`src/rtl/ocx_tlx_framer_cmd_arb_if.sv`:
```
// Bus bundle between the TLX framer command arbiter and its surroundings:
// the two FIFO heads, credit returns, firmware controls and the output stage.
interface ocx_tlx_framer_cmd_arb_if #(
   parameter int unsigned DATA_WIDTH   = 172,
   parameter int unsigned CREDIT_WIDTH = 6,
   parameter int unsigned RET_WIDTH    = 4
);
   logic [DATA_WIDTH-1:0]   cmd_data_in;
   logic                    cmd_data_available;
   logic                    cmd_rd_done;
   logic [DATA_WIDTH-1:0]   rsp_data_in;
   logic                    rsp_data_available;
   logic                    rsp_rd_done;
   logic [RET_WIDTH-1:0]    cmd_credit_return;
   logic [RET_WIDTH-1:0]    rsp_credit_return;
   logic                    credit_load;
   logic [CREDIT_WIDTH-1:0] cmd_credit_init;
   logic [CREDIT_WIDTH-1:0] rsp_credit_init;
   logic                    halt_req;
   logic                    halted;
   logic                    out_valid;
   logic [DATA_WIDTH-1:0]   out_data;
   logic                    out_src;
   logic                    out_ready;
   logic [CREDIT_WIDTH-1:0] cmd_credit_count;
   logic [CREDIT_WIDTH-1:0] rsp_credit_count;
   logic                    credit_error;

   // Arbiter side
   modport slave (
      input  cmd_data_in, cmd_data_available, rsp_data_in, rsp_data_available,
      input  cmd_credit_return, rsp_credit_return, credit_load,
      input  cmd_credit_init, rsp_credit_init, halt_req, out_ready,
      output cmd_rd_done, rsp_rd_done, halted, out_valid, out_data, out_src,
      output cmd_credit_count, rsp_credit_count, credit_error
   );

   // FIFO / framer / firmware side
   modport master (
      output cmd_data_in, cmd_data_available, rsp_data_in, rsp_data_available,
      output cmd_credit_return, rsp_credit_return, credit_load,
      output cmd_credit_init, rsp_credit_init, halt_req, out_ready,
      input  cmd_rd_done, rsp_rd_done, halted, out_valid, out_data, out_src,
      input  cmd_credit_count, rsp_credit_count, credit_error
   );
endinterface

```
`src/rtl/ocx_tlx_framer_cmd_arb.sv`:
```
// TLX framer command-slot arbiter: round-robin between the cmd and rsp FIFOs,
// gated by per-source TL credits, feeding a one-deep valid/ready output stage.
// A halt/drain mode lets firmware quiesce the path and load initial credits.
module ocx_tlx_framer_cmd_arb #(
   parameter int unsigned DATA_WIDTH   = 172,
   parameter int unsigned CREDIT_WIDTH = 6,
   parameter int unsigned RET_WIDTH    = 4
) (
   input logic                    clock,
   input logic                    reset,
   ocx_tlx_framer_cmd_arb_if.slave bus
);

   localparam int unsigned SUM_W = CREDIT_WIDTH + 1;

   localparam logic [1:0] ST_RUN       = 2'd0;
   localparam logic [1:0] ST_HALT_PEND = 2'd1;
   localparam logic [1:0] ST_HALTED    = 2'd2;

   localparam logic SRC_CMD = 1'b0;
   localparam logic SRC_RSP = 1'b1;

   logic [1:0]              state_q, state_d;
   logic                    last_grant_q;
   logic                    out_valid_q;
   logic                    out_src_q;
   logic [DATA_WIDTH-1:0]   out_data_q;
   logic [CREDIT_WIDTH-1:0] cmd_credit_q, cmd_credit_d;
   logic [CREDIT_WIDTH-1:0] rsp_credit_q, rsp_credit_d;
   logic                    credit_error_q, credit_error_d;

   logic                    run;
   logic                    slot_open;
   logic                    cmd_eligible, rsp_eligible;
   logic                    grant_cmd, grant_rsp, grant;
   logic                    load_ok;
   logic [SUM_W-1:0]        cmd_sum, rsp_sum;

   // cur - take + ret at one extra bit; take never underflows since a grant
   // needs a non-zero count.
   function automatic logic [SUM_W-1:0] credit_next(input logic [CREDIT_WIDTH-1:0] cur,
                                                    input logic                    take,
                                                    input logic [RET_WIDTH-1:0]    ret);
      return {1'b0, cur} - SUM_W'(take) + SUM_W'(ret);
   endfunction

   assign run          = (state_q == ST_RUN);
   assign cmd_eligible = bus.cmd_data_available & (cmd_credit_q != '0) & run;
   assign rsp_eligible = bus.rsp_data_available & (rsp_credit_q != '0) & run;
   assign slot_open    = !out_valid_q | bus.out_ready;

   // On a tie the source that did not win last time gets the slot.
   assign grant_cmd = !reset & slot_open & cmd_eligible &
                      (!rsp_eligible | (last_grant_q == SRC_RSP));
   assign grant_rsp = !reset & slot_open & rsp_eligible &
                      (!cmd_eligible | (last_grant_q == SRC_CMD));
   assign grant     = grant_cmd | grant_rsp;
   assign load_ok   = bus.credit_load & (state_q == ST_HALTED);

   // Halt/drain state machine next state
   always_comb begin
      state_d = state_q;
      case (state_q)
         ST_RUN: begin
            if (bus.halt_req) state_d = ST_HALT_PEND;
         end
         ST_HALT_PEND: begin
            if (!bus.halt_req)                       state_d = ST_RUN;
            else if (!out_valid_q || bus.out_ready)  state_d = ST_HALTED;
         end
         ST_HALTED: begin
            if (!bus.halt_req) state_d = ST_RUN;
         end
         default: state_d = ST_HALTED;
      endcase
   end

   // Credit counters next value with saturation and sticky error
   always_comb begin
      cmd_sum        = credit_next(cmd_credit_q, grant_cmd, bus.cmd_credit_return);
      rsp_sum        = credit_next(rsp_credit_q, grant_rsp, bus.rsp_credit_return);
      cmd_credit_d   = cmd_sum[SUM_W-1] ? '1 : cmd_sum[CREDIT_WIDTH-1:0];
      rsp_credit_d   = rsp_sum[SUM_W-1] ? '1 : rsp_sum[CREDIT_WIDTH-1:0];
      credit_error_d = credit_error_q | cmd_sum[SUM_W-1] | rsp_sum[SUM_W-1];
      if (load_ok) begin
         // Returns arriving in the load cycle are dropped.
         cmd_credit_d   = bus.cmd_credit_init;
         rsp_credit_d   = bus.rsp_credit_init;
         credit_error_d = credit_error_q;
      end
   end

   // State, credits, round-robin pointer and output stage registers
   always_ff @(posedge clock) begin
      if (reset) begin
         state_q        <= ST_HALTED;
         last_grant_q   <= SRC_RSP;
         out_valid_q    <= 1'b0;
         out_src_q      <= 1'b0;
         out_data_q     <= '0;
         cmd_credit_q   <= '0;
         rsp_credit_q   <= '0;
         credit_error_q <= 1'b0;
      end else begin
         state_q        <= state_d;
         cmd_credit_q   <= cmd_credit_d;
         rsp_credit_q   <= rsp_credit_d;
         credit_error_q <= credit_error_d;
         if (grant) begin
            last_grant_q <= grant_rsp;
            out_src_q    <= grant_rsp;
            out_data_q   <= grant_rsp ? bus.rsp_data_in : bus.cmd_data_in;
            out_valid_q  <= 1'b1;
         end else if (bus.out_ready) begin
            out_valid_q  <= 1'b0;
         end
      end
   end

   assign bus.cmd_rd_done      = grant_cmd;
   assign bus.rsp_rd_done      = grant_rsp;
   assign bus.halted           = (state_q == ST_HALTED);
   assign bus.out_valid        = out_valid_q;
   assign bus.out_data         = out_data_q;
   assign bus.out_src          = out_src_q;
   assign bus.cmd_credit_count = cmd_credit_q;
   assign bus.rsp_credit_count = rsp_credit_q;
   assign bus.credit_error     = credit_error_q;

endmodule

```
`src/flat_wrapper.sv`:
```
// flat-port wrapper written by rule: the top's interface ports become plain ports
module ocx_tlx_framer_cmd_arb_flat 
#(
   parameter int unsigned DATA_WIDTH   = 172,
   parameter int unsigned CREDIT_WIDTH = 6,
   parameter int unsigned RET_WIDTH    = 4
)
  (clock, reset, bus_cmd_data_in, bus_cmd_data_available, bus_rsp_data_in, bus_rsp_data_available, bus_cmd_credit_return, bus_rsp_credit_return, bus_credit_load, bus_cmd_credit_init, bus_rsp_credit_init, bus_halt_req, bus_out_ready, bus_cmd_rd_done, bus_rsp_rd_done, bus_halted, bus_out_valid, bus_out_data, bus_out_src, bus_cmd_credit_count, bus_rsp_credit_count, bus_credit_error);
  ocx_tlx_framer_cmd_arb_if #(.DATA_WIDTH(DATA_WIDTH), .CREDIT_WIDTH(CREDIT_WIDTH), .RET_WIDTH(RET_WIDTH)) bus_i ();
  input logic clock;
  input logic reset;
  input wire logic [$bits(bus_i.cmd_data_in)-1:0] bus_cmd_data_in;
  input wire logic [$bits(bus_i.cmd_data_available)-1:0] bus_cmd_data_available;
  input wire logic [$bits(bus_i.rsp_data_in)-1:0] bus_rsp_data_in;
  input wire logic [$bits(bus_i.rsp_data_available)-1:0] bus_rsp_data_available;
  input wire logic [$bits(bus_i.cmd_credit_return)-1:0] bus_cmd_credit_return;
  input wire logic [$bits(bus_i.rsp_credit_return)-1:0] bus_rsp_credit_return;
  input wire logic [$bits(bus_i.credit_load)-1:0] bus_credit_load;
  input wire logic [$bits(bus_i.cmd_credit_init)-1:0] bus_cmd_credit_init;
  input wire logic [$bits(bus_i.rsp_credit_init)-1:0] bus_rsp_credit_init;
  input wire logic [$bits(bus_i.halt_req)-1:0] bus_halt_req;
  input wire logic [$bits(bus_i.out_ready)-1:0] bus_out_ready;
  output wire logic [$bits(bus_i.cmd_rd_done)-1:0] bus_cmd_rd_done;
  output wire logic [$bits(bus_i.rsp_rd_done)-1:0] bus_rsp_rd_done;
  output wire logic [$bits(bus_i.halted)-1:0] bus_halted;
  output wire logic [$bits(bus_i.out_valid)-1:0] bus_out_valid;
  output wire logic [$bits(bus_i.out_data)-1:0] bus_out_data;
  output wire logic [$bits(bus_i.out_src)-1:0] bus_out_src;
  output wire logic [$bits(bus_i.cmd_credit_count)-1:0] bus_cmd_credit_count;
  output wire logic [$bits(bus_i.rsp_credit_count)-1:0] bus_rsp_credit_count;
  output wire logic [$bits(bus_i.credit_error)-1:0] bus_credit_error;
  assign bus_i.cmd_data_in = bus_cmd_data_in;
  assign bus_i.cmd_data_available = bus_cmd_data_available;
  assign bus_i.rsp_data_in = bus_rsp_data_in;
  assign bus_i.rsp_data_available = bus_rsp_data_available;
  assign bus_i.cmd_credit_return = bus_cmd_credit_return;
  assign bus_i.rsp_credit_return = bus_rsp_credit_return;
  assign bus_i.credit_load = bus_credit_load;
  assign bus_i.cmd_credit_init = bus_cmd_credit_init;
  assign bus_i.rsp_credit_init = bus_rsp_credit_init;
  assign bus_i.halt_req = bus_halt_req;
  assign bus_i.out_ready = bus_out_ready;
  assign bus_cmd_rd_done = bus_i.cmd_rd_done;
  assign bus_rsp_rd_done = bus_i.rsp_rd_done;
  assign bus_halted = bus_i.halted;
  assign bus_out_valid = bus_i.out_valid;
  assign bus_out_data = bus_i.out_data;
  assign bus_out_src = bus_i.out_src;
  assign bus_cmd_credit_count = bus_i.cmd_credit_count;
  assign bus_rsp_credit_count = bus_i.rsp_credit_count;
  assign bus_credit_error = bus_i.credit_error;
  ocx_tlx_framer_cmd_arb #(.DATA_WIDTH(DATA_WIDTH), .CREDIT_WIDTH(CREDIT_WIDTH), .RET_WIDTH(RET_WIDTH)) u_core (.clock(clock), .reset(reset), .bus(bus_i));
endmodule
```
`config.mk`:
```
export PLATFORM = sky130hd
export DESIGN_NAME = ocx_tlx_framer_cmd_arb_flat
export DESIGN_NICKNAME = d
export VERILOG_FILES = /design/src/rtl/ocx_tlx_framer_cmd_arb_if.sv /design/src/rtl/ocx_tlx_framer_cmd_arb.sv /design/src/flat_wrapper.sv
export SDC_FILE = /design/constraint.sdc
export NUM_CORES = 1
export LEC_CHECK = 0
export CORE_AREA = 5 5 217 219
export DETAILED_ROUTE_END_ITERATION = 8
export DIE_AREA = 0 0 222 224
export HOLD_SLACK_MARGIN = 0.03
export SETUP_SLACK_MARGIN = 0.4
export SYNTH_ARGS = -nofsm -noshare
export SYNTH_HDL_FRONTEND = slang
export SYNTH_SLANG_ARGS = --single-unit
```
`constraint.sdc`:
```
create_clock -name clock -period 8.6 [get_ports clock]
set_clock_uncertainty 0.15 [all_clocks]
set_input_delay 0.86 -clock clock [delete_from_list [all_inputs] [get_ports clock]]
set_output_delay 0.86 -clock clock [all_outputs]
set_load 0.02 [all_outputs]
```
======== After elaboration in Yosys (flattened, before gate mapping) ========
Index checks and enable logic that the tools add are counted.
word-level totals
  register bits ........................... 190
  input bits .............................. 371
cells by class
  reduce and logical (&&, ||, !) cells .... 10
  bitwise gates (word level) .............. 17
  mux-type cells .......................... 12
  add/subtract/negate cells ............... 4
  equality and inequality tests ........... 5
operator list
  kind                                           count
  two-way mux 172 bit                            1
  two-way mux 6 bit                              4
  adder 7 x 4 -> 7 bit                           2
  subtractor 6 x 1 -> 7 bit                      2
  nonzero test 6 bit                             2
  AND 1 bit                                      10
  two-way mux 2 bit                              4
  bitwise OR 1 bit                               6
  one-hot mux 2 bit (3 select lines)             1
  zero test 1 bit                                4
  != test 2 bit, second input constant           2
  != test 3 x 2 -> 1 bit, second input constant  1
  AND reduction 3 bit                            1
  == test 2 x 1 -> 1 bit, second input constant  1
  == test 2 bit, second input constant           1
  zero test 2 bit                                1
  two-way mux 1 bit                              2
  nonzero test 2 bit                             1
  logical OR 1 bit                               1
  NOT 1 bit                                      1

======== Depth between registers and ports, before layout ========
  word-level depth ........................ 10
  gate-level depth with buffers ........... 16

======== Least setup slack after synthesis ========
Ideal clock, no wire load.
  kind .................................... in2reg
  start ................................... input bus_rsp_data_available
  end ..................................... register u_core.rsp_credit_q[2] (netlist: u_core.bus.rsp_credit_count[2])
  path buffers ............................ 1
  path slack .............................. 4.807 ns
  arrival time ............................ 3.503 ns
  stages .................................. 14
  setup time .............................. 0.140 ns
  path through ............................ inv_1 -> a2111oi_4 -> nand3_2 -> inv_2 -> buf_4 -> ha_1 -> inv_1 -> ha_1 -> fa_1 -> a21oi_1 -> nor4bb_1 -> o31a_1 -> nor3_1 -> a211oi_1
on the way
  word-level cells in the longest chain between the ends .. 8
ends and longest elaborated chain
  what                       line                           text
  start: declaration         flat_wrapper.sv:15             input wire logic [$bits(bus_i.rsp_data_available)-1:0] bus_rsp_data_available;
  AND 1 bit (2 in a row)     ocx_tlx_framer_cmd_arb.sv:49   assign rsp_eligible = bus.rsp_data_available & (rsp_credit_q != '0) & run;
  AND 1 bit (2 in a row)     ocx_tlx_framer_cmd_arb.sv:55   assign grant_rsp = !reset & slot_open & rsp_eligible &
  named net bus_rsp_rd_done  flat_wrapper.sv:24             output wire logic [$bits(bus_i.rsp_rd_done)-1:0] bus_rsp_rd_done;
  subtractor 6 x 1 -> 7 bit  ocx_tlx_framer_cmd_arb.sv:44   return {1'b0, cur} - SUM_W'(take) + SUM_W'(ret);
  adder 7 x 4 -> 7 bit       ocx_tlx_framer_cmd_arb.sv:44
  two-way mux 6 bit          ocx_tlx_framer_cmd_arb.sv:83   rsp_credit_d = rsp_sum[SUM_W-1] ? '1 : rsp_sum[CREDIT_WIDTH-1:0];
  two-way mux 6 bit          ocx_tlx_framer_cmd_arb.sv:85   if (load_ok) begin
  end signal: assignment     ocx_tlx_framer_cmd_arb.sv:107  rsp_credit_q <= rsp_credit_d;
  end: declaration           ocx_tlx_framer_cmd_arb.sv:29   logic [CREDIT_WIDTH-1:0] rsp_credit_q, rsp_credit_d;
The timed path passes the listed nets, and every way through them passes these cells.
A chain may end at the register's enable or synchronous reset.

======== Final worst setup path ========
  start ................................... input bus_rsp_data_available
  end ..................................... register u_core.rsp_credit_q[3] (netlist: u_core.bus.rsp_credit_count[3])
on the way
  word-level cells in the longest chain between the ends .. 8
ends and longest elaborated chain
  what                       line
  AND 1 bit (2 in a row)     ocx_tlx_framer_cmd_arb.sv:49
  AND 1 bit (2 in a row)     ocx_tlx_framer_cmd_arb.sv:55
  subtractor 6 x 1 -> 7 bit  ocx_tlx_framer_cmd_arb.sv:44
  adder 7 x 4 -> 7 bit       ocx_tlx_framer_cmd_arb.sv:44
  two-way mux 6 bit          ocx_tlx_framer_cmd_arb.sv:83
  two-way mux 6 bit          ocx_tlx_framer_cmd_arb.sv:85
No other way between the ends.

==> flow_metrics.tcl <==
set metrics [dict create \
    cts_buffers 17 \
    root_buffer "clkbuf_16" \
    place_congestion 0.835 \
    finalCritPeriodShare_pct 61.2 \
    place_area_mm2 0.0156 \
    cp_data_required_time_ns 8.77 \
    num_io_pins 561 \
    drv_cap 0 \
    slew_headroom_pct 29.3 \
    synth_nets 1532 \
    io_buffers 560 \
    htreeDepth 4 \
    viasPerCell 4.56 \
    min_period_ns 5.26 \
    routedWlPerCell_um 19.1 \
    synth_fa_ha_area_share_pct 3.25 \
    syn_to_final_growth_pct 66.3 \
    crit_path_max_fanout 70 \
    synthFlopType "dfxtp_1" \
    die_w_um 222 \
    peakVddDrop_mv 0.107 \
    drc 0 \
    synth.top_cells.by_count "nor2_1 (194), dfxtp_1 (190), nand2_1 (179)" \
    synth-xor-area-share_pct 0.812 \
    synth_top_family_by_area "compound AO/OA/AOI/OAI gates" \
    rsz0062_at_grt "no" \
    worst_hold_path_type "reg2reg" \
    critPathKind "in2reg" \
    pwr_density_cell_mw_per_mm2 192 \
    overflow 0 \
    die_y_um 224 \
    n_fill_cell 4630 \
    clk_pin_slew_ns 0.07 \
    seq_area_frac_synth_pct 39.2 \
    drive_above_1_share_pct 13.8 \
    yosys.area_share.simple_pct 15.8 \
    finalHoldViolCount 0 \
    final_design_area_no_fill_mm2 0.0161 \
    drv_slew 0 \
    dr.first_iter.drc_count 496 \
    setup_viol 0 \
    dieArea_mm2 0.0497 \
    clock_path_buffers 2 \
    firstDrtPassIters 4 \
    final_util_pct 35.9 \
    drtAntennaViolNets 0 \
    synthMuxAreaShare_pct 0 \
    cts_hold_buf 0 \
    grt_first_pass_wirelength_mm 63.7 \
    ys_warn_count 0 \
    clk_latency_ns 0.48 \
    hpwl_mm 31.5 \
    syn-cell-area_mm2 0.00971 \
    synth_edf_count 0 \
    layout_setup_ws_ns 3.34 \
    avgSynthCellArea_um2 8.54 \
    finalWirelength_mm 42.9 \
    post_cts_buffers 0 \
    cts_sinks 190 \
    synth-compound-area-share_pct 33.3 \
    cp.arrival_ns 5.43 \
    netlist_instances 1137 \
    crit_path_end_kind "flop" \
    yosysTopAreaCell "dfxtp_1" \
    track_usage_pct 16.6 \
    antenna_found_initial 2 \
    tightest_slew_ns 1.06 \
    ys_async_sr_fraction_pct 0 \
    grt_start_max_net_pins 76 \
    yosysMostFrequentCell "nor2_1" \
    synth.distinct_cells 42 \
    fmax_ghz 0.190 \
    vias 10225 \
    pre_cts_slack_ns 2.85 \
    rows 78 \
    startpoint_type "input pin" \
    synth.top_cell.area_share_pct 39.2 \
    ys_top_cells_by_area "dfxtp_1 (39%), a211oi_2 (12%), a21oi_2 (8.0%), nor2_1 (7.5%), nand2_1 (6.9%)" \
    nNetsFinal 2024 \
    grt_pass1_vias 10395 \
    power.leakage_nw 6.02 \
    ctsResizeCount 0 \
    start_util_pct 21.6 \
    cts_tree "built" \
    outcome "finished clean" \
    tns_ns 0 \
    core_area_mm2 0.0449 \
    synth-seq-cells 190 \
]
## sequential cells by signal, summed over array words and instances (netlist names)
name and count:
u_core.bus.out_data 172, u_core.bus.rsp_credit_count 6, u_core.bus.credit_error 1, u_core.bus.cmd_credit_count 6, u_core.bus.out_valid 1, u_core.last_grant_q 1
u_core.bus.out_src 1, u_core.state_q 2
## worst paths after layout
path / to / startpoint / slack [ns] / cells after the start
worst min register to register: u_core.bus.credit_error$_SDFFE_PP0N_ / u_core.bus.credit_error$_SDFFE_PP0N_ / 0.33 / 2
worst max register to register: u_core.bus.rsp_credit_count[3]$_SDFF_PP0_ / u_core.bus.rsp_credit_count[4]$_SDFF_PP0_ / 3.50 / 14
worst max-delay path: u_core.bus.rsp_credit_count[3]$_SDFF_PP0_ / bus_rsp_data_available / 3.34 / 14
worst min-delay path: u_core.bus.credit_error$_SDFFE_PP0N_ / u_core.bus.credit_error$_SDFFE_PP0N_ / 0.33 / 2
## report_power, final
group | internal (mW) | total, mW | switching [mW]
clock | 0.422 | 0.799 | 0.377
combinational | 0.587 | 1.24 | 0.654
sequential | 0.990 | 1.06 | 0.0718
total | 2.00 | 3.10 | 1.10
## logic make-up after synthesis
logic type	count (synthesis)
buffers and inverters	138
xor gates and xnor gates	9
and+or+nand+nor	392
AOI/OAI and AO/OA	384
adders and majority gates	24
DFF	190
## cell type report
cell class	instances	area (um^2)	area share, %
Antenna cell	2	5.00	0.0310
Sequential cell	190	3800	23.6
Clock buffer	22	484	3.00
Timing Repair Buffer	571	5690	35.3
Multi-Input combinational cell	809	5180	32.1
Tap cell	600	751	4.65
Clock inverter	7	63.8	0.395
Inverter	40	158	0.977
## cell usage in the layout, fill, tap and decap left out, drive strengths merged, types with 5 or more instances in the layout
| master | synthesis | routed |
|---|---|---|
| nand2 | 179 | 179 |
| o21ai | 5 | 5 |
| nor2 | 194 | 194 |
| clkinv | 0 | 6 |
| dfxtp | 190 | 190 |
| a311oi | 6 | 6 |
| clkdlybuf4s50 | 0 | 559 |
| ha | 22 | 22 |
| clkbuf | 29 | 23 |
| buf | 69 | 11 |
| xnor2 | 5 | 5 |
| a21oi | 184 | 184 |
| a211oi | 179 | 179 |
| inv | 40 | 40 |
## metrics by stage
| stage | hold slack (ns) | power (mW) | cells |
|---|---|---|---|
| 2_1_floorplan | 0.337 | 1.79 | 1137 |
| 3_3_place_gp | 0.318 | 2.31 | 2210 |
| 3_5_place_dp | 0.319 | 2.33 | 2210 |
| 4_1_cts | 0.331 | 3.16 | 2239 |
| 5_1_grt | 0.349 | 3.28 | 2240 |
| 6_report | 0.333 | 3.10 | 2241 |
## critical path: stages
cell and delay [ns]:
clkdlybuf4s50_1 0.45, inv_1 0.06, a2111oi_4 0.61, nand3_4 0.60, inv_8 0.70, ha_1 0.22
inv_1 0.04, ha_1 0.22, fa_1 0.47, a21oi_1 0.20, nor4bb_1 0.10, o31a_1 0.29
nor3_1 0.41, a211oi_1 0.14
## metal layers
metal | vias to the layer above | GRT usage [%] | wire length, um
met3 | 43 | 6.47 | 3380
li1 | 4909 | - | -
met1 | 4845 | 19.7 | 17900
met5 | - | 0 | 0
met4 | 0 | 5.17 | 958
met2 | 428 | 27.8 | 20700
Note: power is estimated with default switching activity, not from simulation.
